==> src/rtl/pkg_npu_sched.sv <==
// Shared types for the NPU command scheduler: opcodes, FSM states and the default
// WAIT abort limit.
package pkg_npu_sched;

  typedef enum logic [1:0] {
    OP_NOP   = 2'b00,
    OP_OS    = 2'b01,
    OP_INTRA = 2'b10,
    OP_ILL   = 2'b11
  } op_e;

  typedef enum logic [1:0] {
    ST_IDLE,
    ST_ISSUE,
    ST_WAIT,
    ST_GAP
  } state_e;

  localparam int DefTimeout = 4096;

  // Opcodes that launch work on the NPU controller and therefore expect op_done.
  function automatic logic op_is_exec(op_e op);
    return (op == OP_OS) || (op == OP_INTRA);
  endfunction

endpackage

==> src/rtl/npu_cmd_fifo.sv <==
// Command FIFO with exact occupancy; a flush wins over a same-cycle push or pop,
// and pushes while full are silently dropped.
module npu_cmd_fifo #(
  parameter int DEPTH = 4,
  parameter int WIDTH = 18
) (
  input  logic                     clk_i,
  input  logic                     rst_ni,
  input  logic                     push_i,
  input  logic [WIDTH-1:0]         data_i,
  input  logic                     pop_i,
  input  logic                     flush_i,
  output logic [WIDTH-1:0]         data_o,
  output logic                     full_o,
  output logic                     empty_o,
  output logic [$clog2(DEPTH):0]   count_o
);

  localparam int PtrW = $clog2(DEPTH);

  logic [WIDTH-1:0] mem [DEPTH];
  logic [PtrW-1:0]  wr_ptr, rd_ptr;
  logic [PtrW:0]    count;
  logic             push_ok, pop_ok;

  assign full_o  = (count == (PtrW+1)'(DEPTH));
  assign empty_o = (count == '0);
  assign count_o = count;
  assign data_o  = mem[rd_ptr];
  assign push_ok = push_i && !full_o;
  assign pop_ok  = pop_i && !empty_o;

  // NOTE: sequential state uses non-blocking (<=) so every flop samples pre-edge values.
  always_ff @(posedge clk_i or negedge rst_ni) begin
    if (!rst_ni) begin
      wr_ptr <= '0;
      rd_ptr <= '0;
      count  <= '0;
    end else if (flush_i) begin
      wr_ptr <= '0;
      rd_ptr <= '0;
      count  <= '0;
    end else begin
      // DEPTH is a power of two, so pointer overflow is the modulo wrap.
      if (push_ok) wr_ptr <= wr_ptr + PtrW'(1);
      if (pop_ok)  rd_ptr <= rd_ptr + PtrW'(1);
      case ({push_ok, pop_ok})
        2'b10:   count <= count + (PtrW+1)'(1);
        2'b01:   count <= count - (PtrW+1)'(1);
        default: count <= count;
      endcase
    end
  end

  // NOTE: storage has no reset; occupancy alone decides which entries are meaningful.
  always_ff @(posedge clk_i) begin
    if (push_ok && !flush_i) mem[wr_ptr] <= data_i;
  end

endmodule

==> src/rtl/npu_cmd_scheduler.sv <==
// Pops queued commands and hands compute/transfer ops to the NPU controller one at
// a time, waiting for op_done (or a timeout) plus one settle cycle between ops.
module npu_cmd_scheduler
  import pkg_npu_sched::*;
#(
  parameter int DEPTH   = 4,
  parameter int KWidth  = 16,
  parameter int TIMEOUT = DefTimeout
) (
  input  logic                     clk_i,
  input  logic                     rst_ni,
  input  logic                     cmd_valid_i,
  output logic                     cmd_ready_o,
  input  logic [1:0]               cmd_op_i,
  input  logic [KWidth-1:0]        cmd_k_i,
  input  logic                     flush_i,
  output logic                     op_start_o,
  output logic [1:0]               op_type_o,
  output logic [KWidth-1:0]        op_k_o,
  input  logic                     op_done_i,
  output logic                     busy_o,
  output logic [$clog2(DEPTH):0]   fifo_count_o,
  output logic [15:0]              done_cnt_o,
  output logic                     err_o
);

  localparam int CmdW  = 2 + KWidth;
  localparam int WaitW = $clog2(TIMEOUT + 1);

  state_e            state_q, state_d;
  logic [CmdW-1:0]   fifo_head;
  logic              fifo_full, fifo_empty;
  op_e               head_op;
  logic [KWidth-1:0] head_k;
  logic              issue_valid, wait_expire;
  logic [WaitW-1:0]  wait_cnt_q;

  npu_cmd_fifo #(
    .DEPTH (DEPTH),
    .WIDTH (CmdW)
  ) u_fifo (
    .clk_i   (clk_i),
    .rst_ni  (rst_ni),
    .push_i  (cmd_valid_i),
    .data_i  ({cmd_op_i, cmd_k_i}),
    .pop_i   (state_q == ST_ISSUE),
    .flush_i (flush_i),
    .data_o  (fifo_head),
    .full_o  (fifo_full),
    .empty_o (fifo_empty),
    .count_o (fifo_count_o)
  );

  assign head_op     = op_e'(fifo_head[CmdW-1 -: 2]);
  assign head_k      = fifo_head[KWidth-1:0];
  // A flush during IDLE can empty the FIFO under an ISSUE already decided on.
  assign issue_valid = (state_q == ST_ISSUE) && !fifo_empty;
  assign wait_expire = (wait_cnt_q == WaitW'(TIMEOUT - 1));
  assign cmd_ready_o = !fifo_full;
  assign busy_o      = (state_q != ST_IDLE) || !fifo_empty;

  // NOTE: state_d gets a default before the case so no path leaves it unassigned (no latch).
  always_comb begin
    state_d = state_q;
    unique case (state_q)
      ST_IDLE:  if (!fifo_empty) state_d = ST_ISSUE;
      ST_ISSUE: state_d = (issue_valid && op_is_exec(head_op)) ? ST_WAIT : ST_IDLE;
      ST_WAIT:  if (op_done_i || wait_expire) state_d = ST_GAP;
      ST_GAP:   state_d = ST_IDLE;
      default:  state_d = ST_IDLE;
    endcase
  end

  always_ff @(posedge clk_i or negedge rst_ni) begin
    if (!rst_ni) state_q <= ST_IDLE;
    else         state_q <= state_d;
  end

  always_ff @(posedge clk_i or negedge rst_ni) begin
    if (!rst_ni) begin
      op_start_o <= 1'b0;
      op_type_o  <= 2'b00;
      op_k_o     <= '0;
      done_cnt_o <= '0;
      err_o      <= 1'b0;
      wait_cnt_q <= '0;
    end else begin
      op_start_o <= 1'b0;
      if (issue_valid) begin
        if (op_is_exec(head_op)) begin
          op_start_o <= 1'b1;
          op_type_o  <= head_op;
          op_k_o     <= head_k;
        end
        if (head_op == OP_ILL) err_o <= 1'b1;
      end
      // Counter is zeroed on the way into WAIT, then counts WAIT cycles.
      if (state_q == ST_ISSUE)     wait_cnt_q <= '0;
      else if (state_q == ST_WAIT) wait_cnt_q <= wait_cnt_q + WaitW'(1);
      if (state_q == ST_WAIT) begin
        if (op_done_i)        done_cnt_o <= done_cnt_o + 16'd1;
        else if (wait_expire) err_o      <= 1'b1;
      end
    end
  end

endmodule

==> config.mk <==
export PLATFORM = sky130hd
export DESIGN_NAME = npu_cmd_scheduler
export DESIGN_NICKNAME = d
export VERILOG_FILES = /design/src/rtl/pkg_npu_sched.sv /design/src/rtl/npu_cmd_fifo.sv /design/src/rtl/npu_cmd_scheduler.sv
export SDC_FILE = /design/constraint.sdc
export NUM_CORES = 1
export LEC_CHECK = 0
export ABC_AREA = 1
export CORE_ASPECT_RATIO = 0.6
export CORE_UTILIZATION = 50
export CTS_BUF_LIST = sky130_fd_sc_hd__clkbuf_16
export DETAILED_ROUTE_END_ITERATION = 8
export PLACE_DENSITY = 0.86
export SYNTH_ARGS = -nofsm -noshare
export SYNTH_HDL_FRONTEND = slang
export SYNTH_SLANG_ARGS = --single-unit
==> constraint.sdc <==
create_clock -name clk_i -period 1.9 [get_ports clk_i]
set_input_delay 0.475 -clock clk_i [delete_from_list [all_inputs] [get_ports clk_i]]
set_output_delay 0.475 -clock clk_i [all_outputs]
set_load 0.02 [all_outputs]
==> results.txt, run 1 <==
RSZ-0062 raised after global routing - yes
IO Count - 64
Avg Cell Area, Syn - 10.31 um2
Layout cells sized above 1 - 0.1657
ANT nets after route - 0
Die height - 84.73 um
CP Capture Type - register
TritonCTS Sinks - 130
Synth-to-layout area growth - 30.17%
Synth Cell Area - 0.005703 mm2
Worst endpoint required time - 2.19 ns
Slowest cell delay on critical path - 0.40 ns
Row count - 29
Slew margin rel. - 0.7320
Hold_sp - err_o$_DFF_PN0_
Skew final - 0.01121 ns
DIE AREA - 0.01185 mm2
Synthesized instance count - 553
Share of the synthesized area in the top cell type - 0.3791
Metal3 WL - 942 um
Flop2flop setup slack - 0.009 ns
Maximum VDD drop - 0.0008726 V
R2R depth - 11
Async S/R FF share, synth - 0.4462
Placed cells - 772
Drt first pass iters - 5
Min-Delay Path Class - register to register
Fin crit share - 0.9950
Routability Congestion - 0.8447
Worst slew pin tran - 0.4019 ns
RR Endpoint - u_fifo.count_o[2]$_DFFE_PN0P_
Most common cell after layout, fill and taps aside - nand2_1
Number of flops mapped to enable cells by yosys - 72
Worst skew pair latency - 0.41 ns
Min-Delay Path Depth - 2
Root buf cell - clkbuf_16
Wire per inst - 16.86 um
Starting density of the core - 0.5274
Vias - 4454
Critical path fanouts, max - 3
Commonest cells after routing, fill and taps aside - 142 x nand2_1, 72 x edfxtp_1, 69 x nor2_1
Worst Path Arrival - 2.18 ns
CTS clk-pin slew, worst paths - 0.06 ns
# diodes - 0
Global-route wire length before repair - 21930 um
Pre-CTS WS - -0.2376 ns
Post-Route M1 WL - 6095 um
Crit path time final - 1.891 ns
Final Setup Violations - 0
Syn Nets - 588
Max Root-Sink Buffers - 2
Core footprint - 0.01081 mm2
Final Net Count - 698
Max Fclk - 529.0 MHz
Main area contributors after synthesis - edfxtp_1 38%, dfrtp_1 25%, nand2_1 9.4%
Vias in the first global route - 4433
Top FF cell, synth - edfxtp_1
Static Leak - 0.003271 uW
Initial antenna violation count - 0
Wire length on met2 - 6411 um
Max-slew violations - 0
Max-cap violations - 0
CP Launch Type - register
Remaining DRCs - 0
Library cells used by synthesis - 34
Vias per Instance - 5.465
GR Util All Layers - 0.2428
Finished Layout Cells - 815
H-tree depth - 4
Total Wirelength - 13740 um
Crit-path cells - ha_2 > inv_2 > a21oi_2 > nand2_1 > inv_1 > fa_2 > xor2_2 > nand3_1 > o21ai_0 > nand2_1 > nand2_1
Register bit count reported by yosys - 130
Synth area leader - edfxtp_1
Worst Hold Path EP - err_o$_DFF_PN0_
Type of the worst setup path - register to register
Cell mode on critical path - nand2_1
Grt ovf - 0
Total CTS buffers - 17
Setup_tns - 0 ns
Highest metal used - met4
DRT iter0 DRCs - 403
Reg2Reg Launch Point - state_q[0]$_DFFE_PN0P_
DP Wirelength - 8846 um
Tot Pwr - 10270 uW
Seq/Total Area, Yosys - 0.6336
Ys Warns - 0
CTS tree - done
P per Cell Area - 1384 mW/mm2
Slowest cell on the critical path - dfrtp_1
IO buf count - 63
Worst setup margin - 0.009479 ns
Die X - 139.9 um
Fillers - 749
Outcome - complete, no violations
Largest net degree at the start of global routing - 33
Hold Vio Cnt, Final - 0
WHS - 0.4670 ns
## flip-flops by register name, indices dropped and copies added (netlist names), named ones only
signal and count:
u_fifo.mem 72, u_fifo.rd_ptr 2, op_start_o 1, err_o 1, u_fifo.count_o 3, u_fifo.wr_ptr 2
op_k_o 16, done_cnt_o 16, state_q 1, op_type_o 2, wait_cnt_q 13
## timing repair
item,4_1_cts,5_1_grt
pin swaps,1,2
buffers inserted,3,6
setup endpoints to repair,22,31
hold endpoints to repair,12,0
gates resized for setup,25,24
hold buffers,1,0
cloned,0,1
## how the worst max path moves through the flow
stage | from | end | slack (ns) | cells past startpoint
after floorplan | state_q[0]$_DFFE_PN0P_ | u_fifo.count_o[2]$_DFFE_PN0P_ | 0.01 | 11
after global placement | cmd_valid_i | u_fifo.count_o[2]$_DFFE_PN0P_ | -0.17 | 10
after detailed placement | cmd_valid_i | u_fifo.count_o[2]$_DFFE_PN0P_ | -0.24 | 10
after CTS | done_cnt_o[7]$_DFFE_PN0P_ | done_cnt_o[7] | 0.002 | 1
after global routing | state_q[0]$_DFFE_PN0P_ | u_fifo.count_o[2]$_DFFE_PN0P_ | -0.15 | 11
final | state_q[0]$_DFFE_PN0P_ | u_fifo.count_o[2]$_DFFE_PN0P_ | 0.009 | 11
## layer usage
metal / vias to the layer above / track usage
met5: - / 0
met4: 0 / 0.1009
met3: 33 / 0.06731
met2: 213 / 0.3741
met1: 2136 / 0.3271
li1: 2072 / -
## cells in the mapped netlist, types with 5 or more instances
cell type,n
dfrtp_1,58
nand4_1,8
o22ai_1,18
a21oi_1,8
nand2_1,143
edfxtp_1,72
inv_1,40
clkbuf_1,5
ha_1,11
xor2_1,5
nor3_1,7
nand3_1,17
o21ai_0,45
nor2_1,74
## where the power goes
group	switching (uW)	internal (uW)
clock	1160	1890
combinational	2100	1430
sequential	295	3410
## cells by family after synthesis
family / count (synthesis) / synth area share
flip-flops: 130 / 0.6336
AO/OA/AOI/OAI: 75 / 0.07086
buffers and inverters: 60 / 0.04783
AND/OR/NAND/NOR: 267 / 0.2062
XOR/XNOR: 9 / 0.01382
adder cells (fa/ha/maj): 12 / 0.02764
## final cells by class
class,count,area [um2],share of cell area
clock buffers,17,425.4,0.05731
clock inverters,15,126.4,0.01702
inverters,45,178.9,0.02410
multi-input cells,363,1872,0.2521
flip-flops and latches,130,3617,0.4873
well taps,139,173.9,0.02343
repair buffers,106,1030,0.1387
## per-stage QoR
step / utilization / instance area [um2]
after detailed placement: 0.6214 / 6719
final: 0.6865 / 7423
after CTS: 0.6735 / 7282
after global routing: 0.6865 / 7423
after floorplan: - / 5718
after global placement: 0.6214 / 6719
## worst max-delay path, delay by kind of cell, from the launching register on
kind / cells / cell delay [ns]
AO/OA/AOI/OAI: 2 / 0.13
XOR/XNOR: 1 / 0.19
flip-flops: 1 / 0.40
AND/OR/NAND/NOR: 4 / 0.32
adder cells (fa/ha/maj): 2 / 0.59
buffers and inverters: 2 / 0.13
Power figures use the tool's default switching activity.
==> run 2, diff against run 1 <==
REMOVE_ABC_BUFFERS = 1   (was default)
==> run 2 against run 1 <==
Final area down 2.0%. Flip-flop and latch count stayed put. Combinational power shrank 6.5%. Power shrank 2.7%. Clock power hardly changed. Critical path type is now register to primary output. Critical endpoint is now op_k_o[15]. Highest routed layer unchanged.
==> results.txt, run 2 (synthesis gave the netlist of run 1 again) <==
Outcome - complete, no violations
Maximum VDD drop - 0.001011 V (+16%)
Die X - 139.9 um (unchanged)
Worst slew pin tran - 0.3880 ns (-0.01390 ns)
TritonCTS Sinks - 130 (unchanged)
Layout cells sized above 1 - 0.1478 (-0.01792)
# diodes - 0 (unchanged)
Fin crit share - 0.9755 (-0.01955)
CP Capture Type - primary output
CTS tree - done
Wire per inst - 15.95 um (-5.4%)
Max-cap violations - 0 (unchanged)
Top cell family by delay on the critical path - buffers and inverters
Final Setup Violations - 0 (unchanged)
Worst endpoint required time - 1.42 ns (-0.77 ns)
Core footprint - 0.01081 mm2 (unchanged)
CP bufs+invs - 1 (-1)
Pre-CTS WS - -0.2366 ns (+0.001007 ns)
Slowest cell on the critical path - clkdlybuf4s50_1
Hold Vio Cnt, Final - 0 (unchanged)
Post-route cell area - 0.007276 mm2 (-2.0%)
Worst skew pair latency - 0.41 ns (about the same)
# hold bufs at CTS - 0 (-1)
Crit-path cells - clkdlybuf4s50_1
DP Wirelength - 8687 um (-1.8%)
Stages on the worst setup path - 1 (-10)
Vias in the first global route - 4366 (-1.5%)
GR Util All Layers - 0.2343 (-0.008485)
Worst Path Arrival - 1.38 ns (-0.80 ns)
Flop2flop setup slack - 0.10 ns (+0.09 ns)
Crit path time final - 1.853 ns (-0.03714 ns)
DIE AREA - 0.01185 mm2 (unchanged)
Most flop-heavy register - u_fifo.mem
IO buf count - 63 (unchanged)
Largest net degree at the start of global routing - 59 (+79%)
Remaining DRCs - 0 (unchanged)
Largest regs - u_fifo.mem: 72 flops, done_cnt_o: 16 flops, op_k_o: 16 flops
Final Net Count - 692 (-0.86%)
Type of the worst setup path - register to primary output
Total Wirelength - 12900 um (-6.1%)
Reg2Reg Launch Point - u_fifo.rd_ptr[0]$_DFFE_PN0P_
Grt ovf - 0 (unchanged)
R2R depth - 9 (-2)
Critical path fanouts, max - 2 (-1)
Synth-to-layout area growth - 27.58%
Drt first pass iters - 5 (unchanged)
Slew margin rel. - 0.7389 (+0.006884)
Final core occ - 0.6729 (-0.01365)
Launch point of the worst path - op_k_o[15]$_DFFE_PN0P_
Max Root-Sink Buffers - 2 (unchanged)
Static Leak - 0.003221 uW (-1.5%)
Vias per Instance - 5.383 (-1.5%)
P per Cell Area - 1374 mW/mm2 (-0.70%)
Slowest cell delay on critical path - 0.61 ns (+0.21 ns)
Initial antenna violation count - 0 (unchanged)
H-tree depth - 4 (unchanged)
Global-route wire length before repair - 20960 um (-4.4%)
Root buf cell - clkbuf_16
Worst setup margin - 0.04662 ns (+0.03714 ns)
Max-slew violations - 0 (unchanged)
Post-DP Area - 0.006681 mm2 (-0.56%)
Max reg flops - 72 (unchanged)
Starting density of the core - 0.5274 (unchanged)
ANT nets after route - 0 (unchanged)
Most common cell after layout, fill and taps aside - nand2_1
Max Fclk - 539.6 MHz (+2.0%)
Vias - 4355 (-2.2%)
CTS clk-pin slew, worst paths - 0.06 ns (about the same)
Commonest cells after routing, fill and taps aside - 143 x nand2_1, 73 x nor2_1, 72 x edfxtp_1
Row count - 29 (unchanged)
Total CTS buffers - 17 (unchanged)
Die height - 84.73 um (unchanged)
Min-Delay Path Class - input port to async pin
WHS - 0.06464 ns (-0.4023 ns)
DRT iter0 DRCs - 399 (-0.99%)
Routability Congestion - 0.8477 (+0.36%)
IO Count - 64 (unchanged)
CP Launch Type - register
Skew final - 0.01037 ns (-0.0008424 ns)
RSZ-0062 raised after global routing - yes
run 2: repair_timing:
| action | CTS | global route |
|---|---|---|
| gates resized for setup | 25 | 19 |
| cloned | 0 | 0 |
| pin swaps | 1 | 3 |
| setup buffers | 2 | 1 |
| setup endpoints to repair | 20 | 25 |
run 2: layout make-up:
cell class                      count  area [um2]
Sequential cell                   130        3613
Fill cell                         783        3537
Multi-Input combinational cell    363        1843
Timing Repair Buffer              100       919.6
Clock buffer                       17       425.4
Inverter                           45       173.9
Tap cell                          139       173.9
Clock inverter                     15       126.4
run 2: power breakdown:
group	total [uW]	switching, uW	internal (uW)
logic	3290	2010	1280
registers	3660	262	3400
clock network	3040	1150	1890
total	10000	3430	6570
run 2: path summary, 6_finish.rpt:
path | end
worst min register to register | op_k_o[9]$_DFFE_PN0P_
min in group clk_i | op_k_o[9]$_DFFE_PN0P_
worst max-delay path | op_k_o[15]
max in group asynchronous | u_fifo.count_o[1]$_DFFE_PN0P_
worst min-delay path | op_k_o[4]$_DFFE_PN0P_
worst max register to register | op_k_o[15]$_DFFE_PN0P_
run 2: per-stage QoR:
| step | instances | setup TNS [ns] | power [uW] |
|---|---|---|---|
| final | 809 | 0 | 9998 |
| after global routing | 809 | 0 | 10510 |
| after CTS | 808 | 0 | 9915 |
| after detailed placement | 774 | -9.633 | 6860 |
| after global placement | 774 | -5.313 | 6710 |
| after floorplan | 538 | -39.04 | 5428 |
run 2: routing by layer:
metal,GRT usage,vias up,share of wire
met3,0.06332,33,0.052
met5,0,-,0
met4,0.1089,0,0.019
met2,0.3818,159,0.48
met1,0.2951,2095,0.44
li1,-,2068,-
==> run 3, diff against run 2 <==
CORE_ASPECT_RATIO = 0.75   (was 0.6)
==> run 3 against run 2 <==
The flow now finishes with violations (DRC, setup timing). Critical path depth rose by 8. Clock skew fell by 0.00051 ns. First-iteration DRC count rose by 33%. Sequential share of layout area fell by 1.1 points. Clock power rose by 8.2%. Final cell count rose by 0.87%. Sequential power rose by 1%. Power rose by 6.2%. Maximum frequency fell by 5.9%. Flip-flop and latch count did not move. Core utilization rose by 0.29 points. Global-route usage rose by 0.88 points. Critical path type is now register to register. Critical endpoint is now op_k_o[13]$_DFFE_PN0P_. Highest routed layer unchanged.
==> results.txt, run 3 (synthesis gave the netlist of run 1 again) <==
Outcome - complete, but fails checks
Failing checks - DRC, setup timing
Drt first pass iters - 9 (+4)
CTS tree - done
H-tree depth - 4 (unchanged)
Max Root-Sink Buffers - 2 (unchanged)
Largest net degree at the start of global routing - 43 (-27%)
Worst skew pair latency - 0.43 ns (+0.02 ns)
Die height - 94.49 um (+12%)
RSZ-0062 raised after global routing - yes
Wire per inst - 17.73 um (+11%)
Layout cells sized above 1 - 0.1686 (+0.02088)
IO Count - 64 (unchanged)
CP Launch Type - register
Reg2Reg Launch Point - u_fifo.rd_ptr[0]$_DFFE_PN0P_
Type of the worst setup path - register to register
IO buf count - 63 (unchanged)
Worst endpoint required time - 2.22 ns (+0.80 ns)
Max-cap violations - 0 (unchanged)
Commonest cells after routing, fill and taps aside - 143 x nand2_1, 72 x nor2_1, 72 x edfxtp_1
Static Leak - 0.003345 uW (+3.9%)
Vias per Instance - 5.594 (+3.9%)
Starting density of the core - 0.5173 (-0.01012)
CP bufs+invs - 3 (+2)
P per Cell Area - 1426 mW/mm2 (+3.8%)
Fillers - 723 (-7.7%)
Final Net Count - 698 (+0.87%)
Slew margin rel. - 0.6762 (-0.06271)
Max reg flops - 72 (unchanged)
Row count - 33 (+14%)
Critical path fanouts, max - 9 (+7)
Worst Path Arrival - 2.29 ns (+0.91 ns)
Flop2flop setup slack - -0.07 ns (-0.17 ns)
DP Wirelength - 8823 um (+1.6%)
Most flop-heavy register - u_fifo.mem
# diodes - 0 (unchanged)
R2R depth - 9 (unchanged)
Max Fclk - 507.7 MHz (-5.9%)
Fin crit share - 1.037 (+0.06114)
Seq. cell area - 0.003616 mm2 (about the same)
Synth-to-layout area growth - 30.63%
RR Endpoint - op_k_o[13]$_DFFE_PN0P_
Pre-CTS WS - -0.1802 ns (+0.05636 ns)
GR Util All Layers - 0.2432 (+0.008833)
Worst slew pin tran - 0.4857 ns (+0.09764 ns)
Vias - 4565 (+4.8%)
Cell mode on critical path - nand2_1
Crit-path cells - o21ai_0 > o22ai_2 > ha_1 > inv_1 > nor2_4 > buf_12 > clkbuf_16 > nand2_1 > nand2_1
Hold Vio Cnt, Final - 0 (unchanged)
Most common cell after layout, fill and taps aside - nand2_1
Total Wirelength - 14470 um (+12%)
CTS clk-pin slew, worst paths - 0.06 ns (about the same)
Skew final - 0.009865 ns (-0.0005053 ns)
DIE AREA - 0.01184 mm2 (about the same)
Crit path time final - 1.970 ns (+0.1162 ns)
Final Setup Violations - 20 (+20)
Die X - 125.3 um (-10%)
Slowest cell delay on critical path - 0.49 ns (-0.12 ns)
Routability Congestion - 0.8078 (-4.7%)
DRT iter0 DRCs - 530 (+33%)
Slowest cell on the critical path - dfrtp_2
Largest regs - u_fifo.mem: 72 flops, done_cnt_o: 16 flops, op_k_o: 16 flops
Root buf cell - clkbuf_16
Total CTS buffers - 17 (unchanged)
Multi-input gate area - 0.001867 mm2 (+1.3%)
CP Capture Type - register
Core footprint - 0.01102 mm2 (+2.0%)
Remaining DRCs - 3 (+3)
Top cell family by delay on the critical path - flip-flops
ANT nets after route - 0 (unchanged)
Maximum VDD drop - 0.0007679 V (-24%)
Finished Layout Cells - 816 (+0.87%)
Grt ovf - 0 (unchanged)
Placed cells - 776 (+0.26%)
Worst setup margin - -0.06954 ns (-0.1162 ns)
Initial antenna violation count - 0 (unchanged)
Vias in the first global route - 4409 (+0.98%)
TritonCTS Sinks - 130 (unchanged)
Global-route wire length before repair - 21600 um (+3.0%)
Min-Delay Path Class - input port to async pin
Max-slew violations - 0 (unchanged)
## run 3: cell types whose count changed in the layout (fill, tap and decap cells not counted), moves of 3 or more
| cell | before | now |
|---|---|---|
| clkbuf_16 | 17 | 22 |
| clkinv_4 | 1 | 4 |
| buf_4 | 32 | 37 |
| clkdlybuf4s50_1 | 40 | 36 |
| inv_4 | 0 | 3 |
| dlymetal6s2s_1 | 3 | 6 |
| clkinv_2 | 7 | 0 |
## run 3: worst max path at each step
| stage | to | cells past startpoint | slack [ns] | startpoint |
|---|---|---|---|---|
| global route | op_k_o[10]$_DFFE_PN0P_ | 9 | -0.12 | u_fifo.rd_ptr[0]$_DFFE_PN0P_ |
| detailed placement | u_fifo.count_o[2]$_DFFE_PN0P_ | 10 | -0.18 | cmd_valid_i |
| global placement | u_fifo.count_o[2]$_DFFE_PN0P_ | 10 | -0.16 | cmd_valid_i |
| CTS | busy_o | 4 | -0.03 | register |
| finish | op_k_o[13]$_DFFE_PN0P_ | 9 | -0.07 | u_fifo.rd_ptr[0]$_DFFE_PN0P_ |
| floorplan | op_k_o[0]$_DFFE_PN0P_ | 9 | -0.57 | u_fifo.rd_ptr[0]$_DFFE_PN0P_ |
## run 3: report_power, final
group | switching (uW) | leakage, uW | internal (uW) | total, uW
clock network | 1260 | 0.000309 | 2030 | 3290
registers | 304 | 0.00141 | 3400 | 3710
logic | 2190 | 0.00163 | 1440 | 3630
## run 3: final cells by class
type	instances	share of cell area
tap	140	0.02351
clock buffer	20	0.06718
inverter	45	0.02402
timing repair buffer	106	0.1360
sequential	130	0.4854
clock inverter	12	0.01327
multi-input combinational	363	0.2506
## run 3: per-stage QoR
step                hold slack [ns]    util  area, um2  total power, uW  TNS (ns)
finish                     0.008795  0.6757       7450            10620   -0.9776
global route                0.04164  0.6757       7450            11070    -1.694
CTS                         0.02152  0.6597       7273            10180  -0.02606
detailed placement           0.4565  0.6069       6690             6879    -8.069
global placement             0.4491  0.6069       6690             6723    -4.617
floorplan                    0.1794       -       5602             5428    -39.04
## run 3: timing repair
action,in CTS,in global routing
endpoints found under the setup margin,39,32
setup buffers,0,6
resized for setup,28,30
pin swaps,1,3
hold buffers,0,0
gates cloned,0,2
hold endpoints to repair,0,0
## run 3: layer usage
layer / track usage / vias up / part of all wire / wire length (um)
li1: - / 2068 / - / -
met1: 0.3035 / 2196 / 0.41 / 5910
met2: 0.3976 / 250 / 0.48 / 6923
met3: 0.07535 / 51 / 0.083 / 1196
met4: 0.1037 / 0 / 0.030 / 436
met5: 0 / - / 0 / 0
